## src/rtl/dp_mem_responder_if.sv

```systemverilog
// Datapath-to-cache bus plus the RAM-model side, bundled for dp_mem_responder.
// The slave modport is the responder; the master modport is the environment
// (datapath driving requests and the RAM model answering them).
interface dp_mem_responder_if;
    // Datapath side
    logic        imemREN;
    logic [31:0] imemaddr;
    logic        dmemREN;
    logic        dmemWEN;
    logic [31:0] dmemaddr;
    logic [31:0] dmemstore;
    logic        halt;
    logic        ihit;
    logic [31:0] imemload;
    logic        dhit;
    logic [31:0] dmemload;
    // RAM side
    logic        ramREN;
    logic        ramWEN;
    logic [31:0] ramaddr;
    logic [31:0] ramstore;
    logic [31:0] ramload;
    logic [1:0]  ramstate;
    // Status
    logic        timeout;

    modport slave (
        input  imemREN, imemaddr, dmemREN, dmemWEN, dmemaddr, dmemstore, halt,
        input  ramload, ramstate,
        output ihit, imemload, dhit, dmemload,
        output ramREN, ramWEN, ramaddr, ramstore, timeout
    );

    modport master (
        output imemREN, imemaddr, dmemREN, dmemWEN, dmemaddr, dmemstore, halt,
        output ramload, ramstate,
        input  ihit, imemload, dhit, dmemload,
        input  ramREN, ramWEN, ramaddr, ramstore, timeout
    );
endinterface

```

## src/rtl/dp_mem_responder.sv

```systemverilog
// Cache stand-in: arbitrates instruction fetches and data accesses onto a
// single-port RAM model and returns one-cycle ihit/dhit pulses. Data has
// strict priority, every completion is followed by a one-cycle bubble, and a
// sticky watchdog flags accesses that wait too long for ACCESS.
module dp_mem_responder #(
    parameter int TIMEOUT_CYCLES = 64,
    parameter int CNT_W          = 8
) (
    input  logic               CLK,
    input  logic               nRST,
    dp_mem_responder_if.slave  bus
);

    typedef enum logic [1:0] {
        ST_IDLE = 2'd0,
        ST_IREQ = 2'd1,
        ST_DREQ = 2'd2
    } state_t;

    localparam logic [1:0]       RAM_ACCESS = 2'd2;
    localparam logic [CNT_W-1:0] CNT_MAX    = {CNT_W{1'b1}};
    localparam logic [CNT_W-1:0] CNT_ONE    = {{(CNT_W-1){1'b0}}, 1'b1};
    localparam logic [CNT_W-1:0] CNT_TO     = CNT_W'(TIMEOUT_CYCLES);

    state_t             r_state;
    logic               r_kind;      // 1 = write, 0 = read (data access only)
    logic               r_ihit;
    logic               r_dhit;
    logic [31:0]        r_imemload;
    logic [31:0]        r_dmemload;
    logic               r_ramren;
    logic               r_ramwen;
    logic [31:0]        r_ramaddr;
    logic [31:0]        r_ramstore;
    logic [CNT_W-1:0]   r_cnt;
    logic               r_timeout;

    logic               w_access;
    logic               w_dreq;
    logic [CNT_W-1:0]   w_cnt_inc;

    // Decode RAM handshake, pending data request and saturating counter increment.
    always_comb begin
        w_access  = (bus.ramstate == RAM_ACCESS);
        w_dreq    = bus.dmemREN | bus.dmemWEN;
        w_cnt_inc = r_cnt;
        if (r_cnt != CNT_MAX) begin
            w_cnt_inc = r_cnt + CNT_ONE;
        end else begin
            w_cnt_inc = CNT_MAX;
        end
    end

    // Arbitration FSM with registered RAM controls, hit pulses and watchdog.
    always_ff @(posedge CLK or negedge nRST) begin
        if (!nRST) begin
            r_state    <= ST_IDLE;
            r_kind     <= 1'b0;
            r_ihit     <= 1'b0;
            r_dhit     <= 1'b0;
            r_imemload <= 32'h0000_0000;
            r_dmemload <= 32'h0000_0000;
            r_ramren   <= 1'b0;
            r_ramwen   <= 1'b0;
            r_ramaddr  <= 32'h0000_0000;
            r_ramstore <= 32'h0000_0000;
            r_cnt      <= {CNT_W{1'b0}};
            r_timeout  <= 1'b0;
        end else begin
            // Hits are single-cycle pulses unless set again below.
            r_ihit <= 1'b0;
            r_dhit <= 1'b0;
            case (r_state)
                ST_IDLE: begin
                    r_cnt <= {CNT_W{1'b0}};
                    if (r_ihit | r_dhit) begin
                        // Bubble cycle: let the datapath move on before the next grant.
                        r_ramren <= 1'b0;
                        r_ramwen <= 1'b0;
                    end else if (w_dreq) begin
                        r_state    <= ST_DREQ;
                        r_ramaddr  <= bus.dmemaddr;
                        r_ramstore <= bus.dmemstore;
                        r_kind     <= bus.dmemWEN;
                        r_ramwen   <= bus.dmemWEN;
                        r_ramren   <= ~bus.dmemWEN;
                    end else if (bus.imemREN & ~bus.halt) begin
                        r_state   <= ST_IREQ;
                        r_ramaddr <= bus.imemaddr;
                        r_ramren  <= 1'b1;
                        r_ramwen  <= 1'b0;
                    end else begin
                        r_ramren <= 1'b0;
                        r_ramwen <= 1'b0;
                    end
                end
                ST_IREQ: begin
                    if (!bus.imemREN) begin
                        // Requester withdrew: abandon, any ACCESS this edge is ignored.
                        r_state  <= ST_IDLE;
                        r_ramren <= 1'b0;
                        r_ramwen <= 1'b0;
                        r_cnt    <= {CNT_W{1'b0}};
                    end else if (w_access) begin
                        r_imemload <= bus.ramload;
                        r_ihit     <= 1'b1;
                        r_state    <= ST_IDLE;
                        r_ramren   <= 1'b0;
                        r_ramwen   <= 1'b0;
                        r_cnt      <= {CNT_W{1'b0}};
                    end else begin
                        // FREE/BUSY/ERROR: keep asking, count the wait.
                        r_cnt <= w_cnt_inc;
                        if (w_cnt_inc == CNT_TO) begin
                            r_timeout <= 1'b1;
                        end
                    end
                end
                ST_DREQ: begin
                    if (!w_dreq) begin
                        r_state  <= ST_IDLE;
                        r_ramren <= 1'b0;
                        r_ramwen <= 1'b0;
                        r_cnt    <= {CNT_W{1'b0}};
                    end else if (w_access) begin
                        if (!r_kind) begin
                            r_dmemload <= bus.ramload;
                        end
                        r_dhit   <= 1'b1;
                        r_state  <= ST_IDLE;
                        r_ramren <= 1'b0;
                        r_ramwen <= 1'b0;
                        r_cnt    <= {CNT_W{1'b0}};
                    end else begin
                        r_cnt <= w_cnt_inc;
                        if (w_cnt_inc == CNT_TO) begin
                            r_timeout <= 1'b1;
                        end
                    end
                end
                default: begin
                    r_state  <= ST_IDLE;
                    r_ramren <= 1'b0;
                    r_ramwen <= 1'b0;
                    r_cnt    <= {CNT_W{1'b0}};
                end
            endcase
        end
    end

    assign bus.ihit     = r_ihit;
    assign bus.imemload = r_imemload;
    assign bus.dhit     = r_dhit;
    assign bus.dmemload = r_dmemload;
    assign bus.ramREN   = r_ramren;
    assign bus.ramWEN   = r_ramwen;
    assign bus.ramaddr  = r_ramaddr;
    assign bus.ramstore = r_ramstore;
    assign bus.timeout  = r_timeout;

endmodule
```

## src/flat_wrapper.sv

```systemverilog
// flat-port wrapper written by rule: the top's interface ports become plain ports
module dp_mem_responder_flat 
#(
    parameter int TIMEOUT_CYCLES = 64,
    parameter int CNT_W          = 8
)
  (CLK, nRST, bus_imemREN, bus_imemaddr, bus_dmemREN, bus_dmemWEN, bus_dmemaddr, bus_dmemstore, bus_halt, bus_ramload, bus_ramstate, bus_ihit, bus_imemload, bus_dhit, bus_dmemload, bus_ramREN, bus_ramWEN, bus_ramaddr, bus_ramstore, bus_timeout);
  dp_mem_responder_if bus_i ();
  input  logic CLK;
  input  logic nRST;
  input wire logic [$bits(bus_i.imemREN)-1:0] bus_imemREN;
  input wire logic [$bits(bus_i.imemaddr)-1:0] bus_imemaddr;
  input wire logic [$bits(bus_i.dmemREN)-1:0] bus_dmemREN;
  input wire logic [$bits(bus_i.dmemWEN)-1:0] bus_dmemWEN;
  input wire logic [$bits(bus_i.dmemaddr)-1:0] bus_dmemaddr;
  input wire logic [$bits(bus_i.dmemstore)-1:0] bus_dmemstore;
  input wire logic [$bits(bus_i.halt)-1:0] bus_halt;
  input wire logic [$bits(bus_i.ramload)-1:0] bus_ramload;
  input wire logic [$bits(bus_i.ramstate)-1:0] bus_ramstate;
  output wire logic [$bits(bus_i.ihit)-1:0] bus_ihit;
  output wire logic [$bits(bus_i.imemload)-1:0] bus_imemload;
  output wire logic [$bits(bus_i.dhit)-1:0] bus_dhit;
  output wire logic [$bits(bus_i.dmemload)-1:0] bus_dmemload;
  output wire logic [$bits(bus_i.ramREN)-1:0] bus_ramREN;
  output wire logic [$bits(bus_i.ramWEN)-1:0] bus_ramWEN;
  output wire logic [$bits(bus_i.ramaddr)-1:0] bus_ramaddr;
  output wire logic [$bits(bus_i.ramstore)-1:0] bus_ramstore;
  output wire logic [$bits(bus_i.timeout)-1:0] bus_timeout;
  assign bus_i.imemREN = bus_imemREN;
  assign bus_i.imemaddr = bus_imemaddr;
  assign bus_i.dmemREN = bus_dmemREN;
  assign bus_i.dmemWEN = bus_dmemWEN;
  assign bus_i.dmemaddr = bus_dmemaddr;
  assign bus_i.dmemstore = bus_dmemstore;
  assign bus_i.halt = bus_halt;
  assign bus_i.ramload = bus_ramload;
  assign bus_i.ramstate = bus_ramstate;
  assign bus_ihit = bus_i.ihit;
  assign bus_imemload = bus_i.imemload;
  assign bus_dhit = bus_i.dhit;
  assign bus_dmemload = bus_i.dmemload;
  assign bus_ramREN = bus_i.ramREN;
  assign bus_ramWEN = bus_i.ramWEN;
  assign bus_ramaddr = bus_i.ramaddr;
  assign bus_ramstore = bus_i.ramstore;
  assign bus_timeout = bus_i.timeout;
  dp_mem_responder #(.TIMEOUT_CYCLES(TIMEOUT_CYCLES), .CNT_W(CNT_W)) u_core (.CLK(CLK), .nRST(nRST), .bus(bus_i));
endmodule
```

## config.mk

```make
export PLATFORM = sky130hd
export DESIGN_NAME = dp_mem_responder_flat
export DESIGN_NICKNAME = d
export VERILOG_FILES = /design/src/rtl/dp_mem_responder_if.sv /design/src/rtl/dp_mem_responder.sv /design/src/flat_wrapper.sv
export SDC_FILE = /design/constraint.sdc
export NUM_CORES = 1
export LEC_CHECK = 0
export CELL_PAD_IN_SITES_DETAIL_PLACEMENT = 0
export CELL_PAD_IN_SITES_GLOBAL_PLACEMENT = 2
export CORE_MARGIN = 2
export CORE_UTILIZATION = 28
export DETAILED_ROUTE_END_ITERATION = 12
export PLACE_DENSITY = 0.94
export SLEW_MARGIN = 20
export SYNTH_ARGS = -nofsm -noshare
export SYNTH_HDL_FRONTEND = slang
export SYNTH_SLANG_ARGS = --single-unit
```

## constraint.sdc

```tcl
create_clock -name CLK -period 4.4 [get_ports CLK]
set_clock_uncertainty 0.2 [all_clocks]
set_input_delay 1.32 -clock CLK [delete_from_list [all_inputs] [get_ports CLK]]
set_output_delay 1.32 -clock CLK [all_outputs]
set_load 0.01 [all_outputs]
```

==> qor.txt <==
ys async rst share -> 100%
setup ws final -> 1.32 ns
worst-path fanout max -> 32
DIE WIDTH -> 149 µm
most frequent cells in the layout -> clkdlybuf4s50_1, dfrtp_1, mux2_2, nand2_1, mux2i_1
Syn. warnings -> 0
dominant cell type by area after synthesis -> dfrtp_1
P&R area growth vs syn -> 61.5%
critical path type -> input port to flop
slowest cell on the critical path -> clkdlybuf4s50_1
CTS hold repair buffers -> 0
#FFs+latches synth -> 144
gpl congestion -> 0.751
Clock power frac -> 23.6%
RSZ-0062 raised after global routing -> no
Synth area leaders -> dfrtp_1, mux2_2, mux2i_1
Tmin final -> 3.08 ns
P_sw -> 0.00194 W
crit share post-route -> 69.9%
total global routing overflow -> 0
Seq pwr share -> 35.1%
synthesized area -> 5900 µm²
Setup-failing EPs final -> 0
Syn Inst Count -> 431
outcome -> complete, no violations
io pins -> 269
fmax -> 325 MHz
Net Sw Frac -> 31.0%
root buffer cell -> clkbuf_16
Crit path arrival time -> 3.17 ns
hold crit path type -> flop to flop
Site Rows -> 53
pre-CTS setup slack -> 0.877 ns
post-CTS resize count -> 0
Final Hold Viols -> 0
CTS buffer count -> 17
initial core utilization -> 28.3%
Critical Path RT -> 4.50 ns
Synth top area share -> 61.1%
Leak -> 4.02 nW
R2R Setup Slk -> 2.15 ns
post-synthesis average cell area -> 13.7 µm²
largest net degree at the start of global routing -> 69
latest clock arrival within the worst-skew pair -> 0.42 ns
WP buf/inv -> 2
# H-tree levels -> 4
die area -> 22300 µm²
Syn Nets -> 572
Unique masters post-synth -> 44
TNS Setup -> 0 ns
TritonRoute pass-1 iters -> 4
internal power -> 0.00432 W
fillers -> 1895
via count -> 4380
fraction of layout cells with a size suffix above 1 -> 19.9%
maxcap violations -> 0
main flop type after synthesis -> dfrtp_1
Pwr per Cell Area -> 657 nW/µm²
initial antenna violation count -> 0
total core area -> 20800 µm²
most common cell after layout, fill and taps aside -> clkdlybuf4s50_1
sequential share of the synthesized area -> 61.1%
Worst Tran Pin Value -> 0.607 ns
Post-synth EDFFs -> 0
final wirelength -> 15700 µm
ANT nets after route -> 0
DR DRC count -> 0
global-route usage over all layers -> 14.2%
hpwl dp -> 11200 µm
port bufs -> 268
first-pass GRT wire length -> 24500 µm
CTS tree -> built
Rel. slew slack -> 58.5%
CP max stage delay -> 0.65 ns
CP Capture Type -> flop
nets -> 847
clock sinks -> 144
Inserted Diodes -> 0
critical path's top delay family -> buffers and inverters
Worst-path clk slew -> 0.07 ns
crit-path cells -> clkdlybuf4s50_1 > o21ai_1 > nor3_4 > buf_4 > mux2_2
DR WL/cell -> 15.8 µm
vias per cell -> 4.41
combinational power share -> 41.4%
clock buffer depth -> 2
Initial DRC Count -> 145
Worst setup SP type -> input port
die height -> 149 µm
vias in the first global route -> 4558
final slew viol count -> 0
Max IR drop VDD -> 0.282 mV
# Post-CTS Setup Buffers -> 0
## power by group through the flow
stage / logic [W] / clock network, W / registers, W
2_1_floorplan: 0.000831 / 0 / 0.00248
3_3_place_gp: 0.00260 / 0 / 0.00220
3_5_place_dp: 0.00263 / 0 / 0.00222
4_1_cts: 0.00264 / 0.00153 / 0.00221
5_1_grt: 0.00279 / 0.00158 / 0.00228
6_report: 0.00259 / 0.00148 / 0.00220
## final cells by class
type                       count  area [µm²]  share of cell area [%]
multi-input combinational    261        2190                    23.0
inverter                       6        22.5                   0.236
timing repair buffer         276        2770                    29.1
sequential                   144        3600                    37.8
tap                          275         344                    3.61
clock buffer                  17         425                    4.46
clock inverter                15         173                    1.81
## synth_stat cells (all sizes together), types with 2 or more instances
library cell	instances
xor2	2
and3	2
ha	5
clkbuf	3
nand2	37
mux2i	33
mux2	97
nor3	3
buf	17
dfrtp	144
a21oi	5
nor2	9
inv	6
o21ai	34
nor4b	2
nand4	3
nor2b	3
xnor2	2
nand3	7
## worst register-to-register path: cells and delay by family, from the launching register on
family	cells	cell delay, ns
and+or+nand+nor	1	0.18
DFF	1	0.40
muxes	1	0.44
buffers and inverters	2	0.52
adders and majority gates	1	0.24
AOI/OAI and AO/OA	1	0.16
## flip-flops by register name, summed over array words and instances, names as in the netlist
name,cells
u_core.r_cnt,8
u_core.bus.ihit,1
u_core.bus.dhit,1
u_core.bus.ramWEN,1
u_core.bus.timeout,1
u_core.r_state,2
u_core.bus.ramREN,1
u_core.r_kind,1
u_core.bus.ramstore,32
u_core.bus.dmemload,32
u_core.bus.ramaddr,32
u_core.bus.imemload,32
## logic make-up (layout without fill, tap and decap cells)
group | count (synthesis) | count (layout) | share of synthesized area [%]
multiplexers | 130 | 130 | 24.2
buffers and inverters | 26 | 314 | 2.21
adder cells (fa/ha/maj) | 5 | 5 | 1.06
XOR/XNOR | 4 | 4 | 0.594
AND/OR/NAND/NOR | 72 | 72 | 5.87
AO/OA/AOI/OAI | 50 | 50 | 5.03
flip-flops | 144 | 144 | 61.1
## per-layer routing
layer | vias to the layer above | track usage (%) | routed length (µm)
li1 | 2069 | - | -
met1 | 2118 | 16.6 | 6300
met2 | 176 | 22.6 | 7390
met3 | 17 | 7.40 | 1800
met4 | 0 | 4.33 | 241
met5 | - | 0 | 0
## stage by stage
stage                     total power [W]  cells  hold slack [ns]  util (%)  instance area [µm²]
after detailed placement          0.00485    962            0.251      42.9                 8930
after floorplan                   0.00331    431            0.286         -                 5900
after global routing              0.00665    994            0.282      45.8                 9530
final                             0.00626    994            0.261      45.8                 9530
after CTS                         0.00637    994            0.267      45.8                 9530
after global placement            0.00481    962            0.262      42.9                 8930
## worst paths after layout
| check | cells past startpoint | start | end |
|---|---|---|---|
| worst max-delay path | 5 | bus_dmemWEN | u_core.bus.dmemload[4] |
| worst min-delay path | 2 | u_core.bus.timeout | u_core.bus.timeout |
| worst max register to register | 6 | u_core.r_state[0] | u_core.bus.dmemload[4] |
| worst min register to register | 2 | u_core.bus.timeout | u_core.bus.timeout |
| max in group asynchronous | 2 | nRST | u_core.bus.dmemload[21] |
| min in group asynchronous | 1 | nRST | u_core.r_cnt[6] |
Note: power is estimated with default switching activity, not from simulation.
